===== config.mk =====
export PLATFORM = sky130hd
export DESIGN_NAME = switch_debounce_sync
export DESIGN_NICKNAME = d
export VERILOG_FILES = /design/src/rtl/switch_debounce_sync.sv
export SDC_FILE = /design/constraint.sdc
export NUM_CORES = 1
export LEC_CHECK = 0
export ABC_AREA = 1
export CAP_MARGIN = 20
export CORE_MARGIN = 2
export CORE_UTILIZATION = 50
export CTS_BUF_LIST = sky130_fd_sc_hd__clkbuf_4
export CTS_CLUSTER_DIAMETER = 30
export CTS_CLUSTER_SIZE = 40
export DETAILED_ROUTE_END_ITERATION = 10
export PLACE_DENSITY_LB_ADDON = 0.08
export SYNTH_ARGS = -nofsm -noshare
export SYNTH_HDL_FRONTEND = slang
export SYNTH_SLANG_ARGS = --single-unit

===== constraint.sdc =====
create_clock -name clk -period 4.1 [get_ports clk]
set_input_delay 1.025 -clock clk [delete_from_list [all_inputs] [get_ports clk]]
set_output_delay 1.025 -clock clk [all_outputs]
set_load 0.005 [all_outputs]

===== src/rtl/switch_debounce_sync.sv =====
// Synchronises and debounces a bank of switch/button lines for a PIO input port,
// with per-bit rise/fall pulses and an aggregate change strobe.
module switch_debounce_sync #(
  parameter int WIDTH        = 17,
  parameter int TICK_DIV     = 50000,
  parameter int STABLE_TICKS = 10
) (
  input  logic             clk,
  input  logic             reset,
  input  logic [WIDTH-1:0] sw_raw,
  output logic [WIDTH-1:0] debounced_out,
  output logic [WIDTH-1:0] rise_pulse,
  output logic [WIDTH-1:0] fall_pulse,
  output logic             any_change,
  output logic             ready
);

  localparam int PW = $clog2(TICK_DIV);
  localparam int CW = $clog2(STABLE_TICKS + 1);
  localparam logic [PW-1:0] PRESC_LAST = PW'(TICK_DIV - 1);
  localparam logic [CW-1:0] CNT_LAST   = CW'(STABLE_TICKS - 1);

  // ST_INIT waits for the synchroniser to fill, ST_RUN debounces forever.
  typedef enum logic {ST_INIT = 1'b0, ST_RUN = 1'b1} state_t;

  state_t           state;
  state_t           state_next;
  logic [1:0]       init_cnt;
  logic [WIDTH-1:0] s1;
  logic [WIDTH-1:0] s2;
  logic [PW-1:0]    presc;
  logic [CW-1:0]    cnt [WIDTH];
  logic             load_en;
  logic             run_en;
  logic             tick;
  logic [WIDTH-1:0] differ;
  logic [WIDTH-1:0] flip;

  always_ff @(posedge clk) begin
    if (reset) state <= ST_INIT;
    else       state <= state_next;
  end

  always_comb begin
    state_next = state;
    case (state)
      ST_INIT: if (init_cnt == 2'd2) state_next = ST_RUN;
      ST_RUN:  state_next = ST_RUN;
      default: state_next = ST_INIT;
    endcase
  end

  always_comb begin
    load_en = (state == ST_INIT) && (init_cnt == 2'd2);
    run_en  = (state == ST_RUN);
    tick    = run_en && (presc == PRESC_LAST);
  end

  always_ff @(posedge clk) begin
    if (reset)                 init_cnt <= 2'd0;
    else if (state == ST_INIT) init_cnt <= init_cnt + 2'd1;
  end

  always_ff @(posedge clk) begin
    if (reset) begin
      s1 <= '0;
      s2 <= '0;
    end else begin
      s1 <= sw_raw;
      s2 <= s1;
    end
  end

  always_ff @(posedge clk) begin
    if (reset || !run_en)      presc <= '0;
    else if (presc == PRESC_LAST) presc <= '0;
    else                       presc <= presc + PW'(1);
  end

  // A bit flips on the tick that completes its run of consecutive disagreeing ticks.
  always_comb begin
    differ = s2 ^ debounced_out;
    flip   = '0;
    for (int i = 0; i < WIDTH; i++) begin
      flip[i] = tick && differ[i] && (cnt[i] == CNT_LAST);
    end
  end

  always_ff @(posedge clk) begin
    for (int i = 0; i < WIDTH; i++) begin
      if (reset)                        cnt[i] <= '0;
      else if (run_en) begin
        if (!differ[i] || flip[i])      cnt[i] <= '0;
        else if (tick)                  cnt[i] <= cnt[i] + CW'(1);
      end
    end
  end

  always_ff @(posedge clk) begin
    if (reset) begin
      debounced_out <= '0;
      rise_pulse    <= '0;
      fall_pulse    <= '0;
      any_change    <= 1'b0;
      ready         <= 1'b0;
    end else begin
      rise_pulse <= flip & s2;
      fall_pulse <= flip & ~s2;
      any_change <= |flip;
      if (load_en) begin
        debounced_out <= s2;
        ready         <= 1'b1;
      end else begin
        debounced_out <= debounced_out ^ flip;
      end
    end
  end

endmodule


* After elaboration in Yosys (flattened, before gate mapping)
Memories as Yosys holds them, arrays and structs flattened.
Index checks and enable logic that the tools add are counted.
** Storage, ports and cells
- Register bits :: 106
- Memory bits (writable) :: 68
- Bits of input ports :: 19
- Output and inout bits :: 53
- Logic and storage cells :: 339
- Memories :: 1
** Cells by class
- Add/sub/neg operators :: 19
- Equality and inequality tests :: 19
- Muxes and demuxes :: 176
- Bitwise gates (word level) :: 40
- Reduce and logical (&&, ||, !) cells :: 74
** Memories
- cnt :: words 17, bits a word 4, rd ports 17, clocked after memory_dff 0, write ports 17, RTL line 32 : logic [CW-1:0] cnt [WIDTH];
** Operator list (count)
- 1-bit 2-to-1 mux :: 140
- 4-bit 2-to-1 mux :: 34
- 4-bit by 1-bit adder with 4-bit output, second input constant :: 17
- 4-bit equality test, second input constant :: 17
- 1-bit logical AND :: 36
- 17-bit AND :: 2
- 1-bit bitwise OR :: 34
- 17-bit XOR :: 2
- 1-bit zero test :: 18
- 1-bit logical OR :: 18
- 17-bit 2-to-1 mux :: 1
- 17-bit NOT :: 1
- 17-bit OR reduction :: 1
- 16-bit by 1-bit adder with 16-bit output, second input constant :: 1
- 16-bit equality test, second input constant :: 1
- 2-bit by 1-bit adder with 2-bit output, second input constant :: 1
- 2-bit equality test, second input constant :: 1
- 1-bit case mux with 2 select lines :: 1
- 2-bit OR reduction :: 1
- 1-bit NOT :: 1

* Depth between registers and ports, before layout
- Depth in word-level cells :: 11
- Depth in mapped cells :: 13
- Depth with buffers taken out :: 13

* Worst setup path after synthesis
OpenSTA, ideal clock, no wires.
- Path type :: input to register
- Start point :: input port reset
- End point :: memory cnt[0][0] (netlist bit), enable pin
- Setup time :: 0.293 ns
- Arrival :: 2.010 ns
- Required time :: 3.807 ns
- Setup slack :: 1.796 ns
- Stages :: 5
- Buffers on the path :: 3
- Path through :: clkbuf_1 inv_1 clkbuf_1 clkbuf_1 o211ai_1
** RTL lines
- from (decl) :: RTL line 9 : input logic reset,
- to (decl) :: RTL line 32

==> flow_summary.yaml <==
global_route:
  antenna_found_initial: 1
  grt_pass1_vias: 5413
  grt_pass1_wl_um: 24780
  grt_usage: 0.1897
  grt_overflow_total: 0
  grt_max_degree: 57
critical_path:
  path_class: "flip-flop to flip-flop"
  r2r_start: "presc[0]"
  crit_path_start: "presc[0]"
  slowest_stage: "nor2_4"
  reg2reg_depth: 9
  endpoint_kind: "flip-flop"
  rrSetupSlack_ns: 1.44
  path_cells: "ha_1 -> nand2_1 -> nor2_2 -> nand2_1 -> nor2_4 -> nand2_4 -> nor3_2 -> o21ai_0 -> nand2_1"
  cpMostUsedCell: "nand2_1"
  max_stage_delay_ns: 0.47
  critPathMaxFanout: 37
  critPathBufInv: 0
  r2r-end: "cnt[12][2]"
  crit_required_ns: 4.38
  critPathArrivalTime_ns: 2.95
  path_delay_family: "simple AND/OR/NAND/NOR gates"
  cp-start-kind: "flip-flop"
synth:
  synth_top_area_frac: 0.2728
  ys_ff_latch: 174
  yosysUniqueCellTypes: 32
  synth_area_per_cell_um2: 8.994
  async_flop_share: 0
  synth.most_common_cell: "nor2_1"
  synth_flop_cell: "dfxtp_1"
  netlist_top_cells_count: "nor2_1, inv_1, dfxtp_1, nand2_1, edfxtp_1"
  ys_seq_area_frac: 0.5352
  netlist_instances: 865
  yosysWarnings: 0
  yosysTopAreaCell: "dfxtp_1"
  syn-num-nets: 920
  synth_edf_count: 68
  synth_top_cells_by_area: "dfxtp_1, edfxtp_1, nor2_1"
  synth_area_um2: 7780
timing:
  slew_viol_final: 0
  rsz0062_at_grt: "false"
  fin_crit_sh: 0.6498
  fmax_mhz: 375.4
  slew_headroom: 0.3186
  tns_ns: 0
  worst_pin_slew_ns: 1.021
  min_period_ns: 2.664
  clock_skew_ns: 0.02112
  hold_viol: 0
  setup_violations: 0
detailed_routing:
  ant_nets: 0
  wl_met1_um: 6791
  wl_met3_um: 673
  drt-vias-per-instance: 4.975
  drt_iter0_drc: 303
  dr.pass1.iters: 5
  vias: 5661
  drt-total-wl_um: 14760
  wl_met2_um: 7081
  drc: 0
  wl_per_cell_um: 12.97
  top_layer: "met4"
pwr:
  p_per_area_nw_per_um2: 425.0
  cellLeakagePower_uw: 0.003774
  ir_drop_mv: 0.2246
clock_tree:
  htreeDepth: 4
  post_cts_buffers: 0
  root_buffer: "clkbuf_4"
  clk_latency_ns: 0.57
  path_clk_slew_ns: 0.13
  clock_sinks: 174
  cts_inserted_buffers: 17
  cts_resized: 0
  cts_hold_buf: 0
  clk_path_buf_depth: 2
  cts_tree: "yes"
min_path:
  hold_path_end: "s2[10]"
  min_delay_path_depth: 2
  min_path_type: "flip-flop to flip-flop"
  hold_path.startpoint: "s1[10]"
floorplan:
  core_um2: 15200
  die_h_um: 128.7
  die_w_um: 128.7
  rows: 45
  die_area_um2: 16570
  start_util: 0.5118
  ios: 72
flow_run:
  max_cap_viol_count: 0
layout:
  nNetsFinal: 991
  final_util: 0.5879
  drive_gt1_frac: 0.06533
  multi_input_area_um2: 3043
  fill_cells: 1322
  seq_area_um2: 4164
  synthToLayoutAreaGrowth_pct: 14.88
placed_design:
  gp_congestion: 0.7504
  portBuffers: 71
  hpwl_um: 10390
outcome:
  status: "complete, no violations"
worst reg2reg max path: stages (launching register included):
cell	delay, ns
dfxtp_1	0.37
ha_1	0.18
nand2_1	0.08
nor2_2	0.13
nand2_1	0.11
nor2_4	0.47
nand2_4	0.46
nor3_2	0.31
o21ai_0	0.11
nand2_1	0.19
per-stage QoR:
| step | total power, uW | setup WS (ns) | cell area (um^2) | hold slack, ns | instances |
|---|---|---|---|---|---|
| after floorplan | 2572 | 1.796 | 7780 | 0.3883 | 865 |
| after global placement | 2801 | 1.331 | 8640 | 0.3912 | 1105 |
| after detailed placement | 2838 | 1.259 | 8640 | 0.3930 | 1105 |
| after CTS | 3840 | 1.411 | 8935 | 0.4112 | 1137 |
| after global routing | 4023 | 1.136 | 8937 | 0.4262 | 1138 |
| final | 3798 | 1.436 | 8937 | 0.4096 | 1138 |
layer usage:
| metal | vias up | global-route usage |
|---|---|---|
| met3 | 17 | 0.04865 |
| met1 | 2630 | 0.2367 |
| met4 | 0 | 0.07289 |
| met2 | 129 | 0.3178 |
| li1 | 2885 | - |
| met5 | - | 0 |
worst max path at each step:
| stage | endpoint | slack (ns) | cells past startpoint |
|---|---|---|---|
| after global routing | cnt[12][3] | 1.14 | 9 |
| after floorplan | cnt[0][0] | 1.80 | 5 |
| after global placement | cnt[3][2] | 1.33 | 3 |
| after CTS | cnt[12][3] | 1.41 | 9 |
| final | cnt[12][2] | 1.44 | 9 |
| after detailed placement | cnt[3][3] | 1.26 | 3 |
power by group:
part / leakage, uW / switching, uW / total [uW] / internal (uW)
sequential: 0.00158 / 160 / 2140 / 1980
combinational: 0.00204 / 371 / 662 / 291
clock: 0.000162 / 543 / 1000 / 458
total: 0.00377 / 1070 / 3800 / 2720
layout by cell type, fill, tap and decap left out, types with 3 or more instances in the layout:
cell type,netlist,routed
ha_1,36,36
o21ai_0,9,9
o211ai_1,24,24
nand4_2,9,9
inv_2,4,6
clkdlybuf4s50_1,0,70
nor2_1,203,203
xor2_1,30,30
a21oi_1,15,15
xnor2_1,23,23
nor2_4,3,3
or2_0,12,12
bufinv_16,0,3
edfxtp_1,68,68
dfxtp_1,106,106
buf_4,0,3
nor3_2,5,5
inv_1,121,120
nand2_1,95,95
nand3_1,62,62
nand4_1,4,4
clkbuf_4,0,23
flip-flops by register name, indices dropped and copies added, names as in the netlist:
signal,flops
s1,17
cnt,68
run_en,1
any_change,1
rise_pulse,17
fall_pulse,17
debounced_out,17
presc,16
ready,1
s2,17
init_cnt,2
final cells by class:
type	count	area share
flip-flops and latches	174	0.4659
clock inverters	9	0.01372
well taps	188	0.02632
clock buffers	23	0.01932
repair buffers	74	0.08148
inverters	125	0.05250
diodes	1	0.0002800
multi-input cells	544	0.3405
cells by family (layout without fill, tap and decap cells):
family	after synthesis	after routing	share of synthesized area
adders and majority gates	36	36	0.05790
buffers and inverters	147	231	0.07366
and+or+nand+nor	403	403	0.2314
xor gates and xnor gates	53	53	0.05966
other	0	1	0
AOI/OAI and AO/OA	52	52	0.04213
DFF	174	174	0.5352
(Power assumes the default switching activity.)
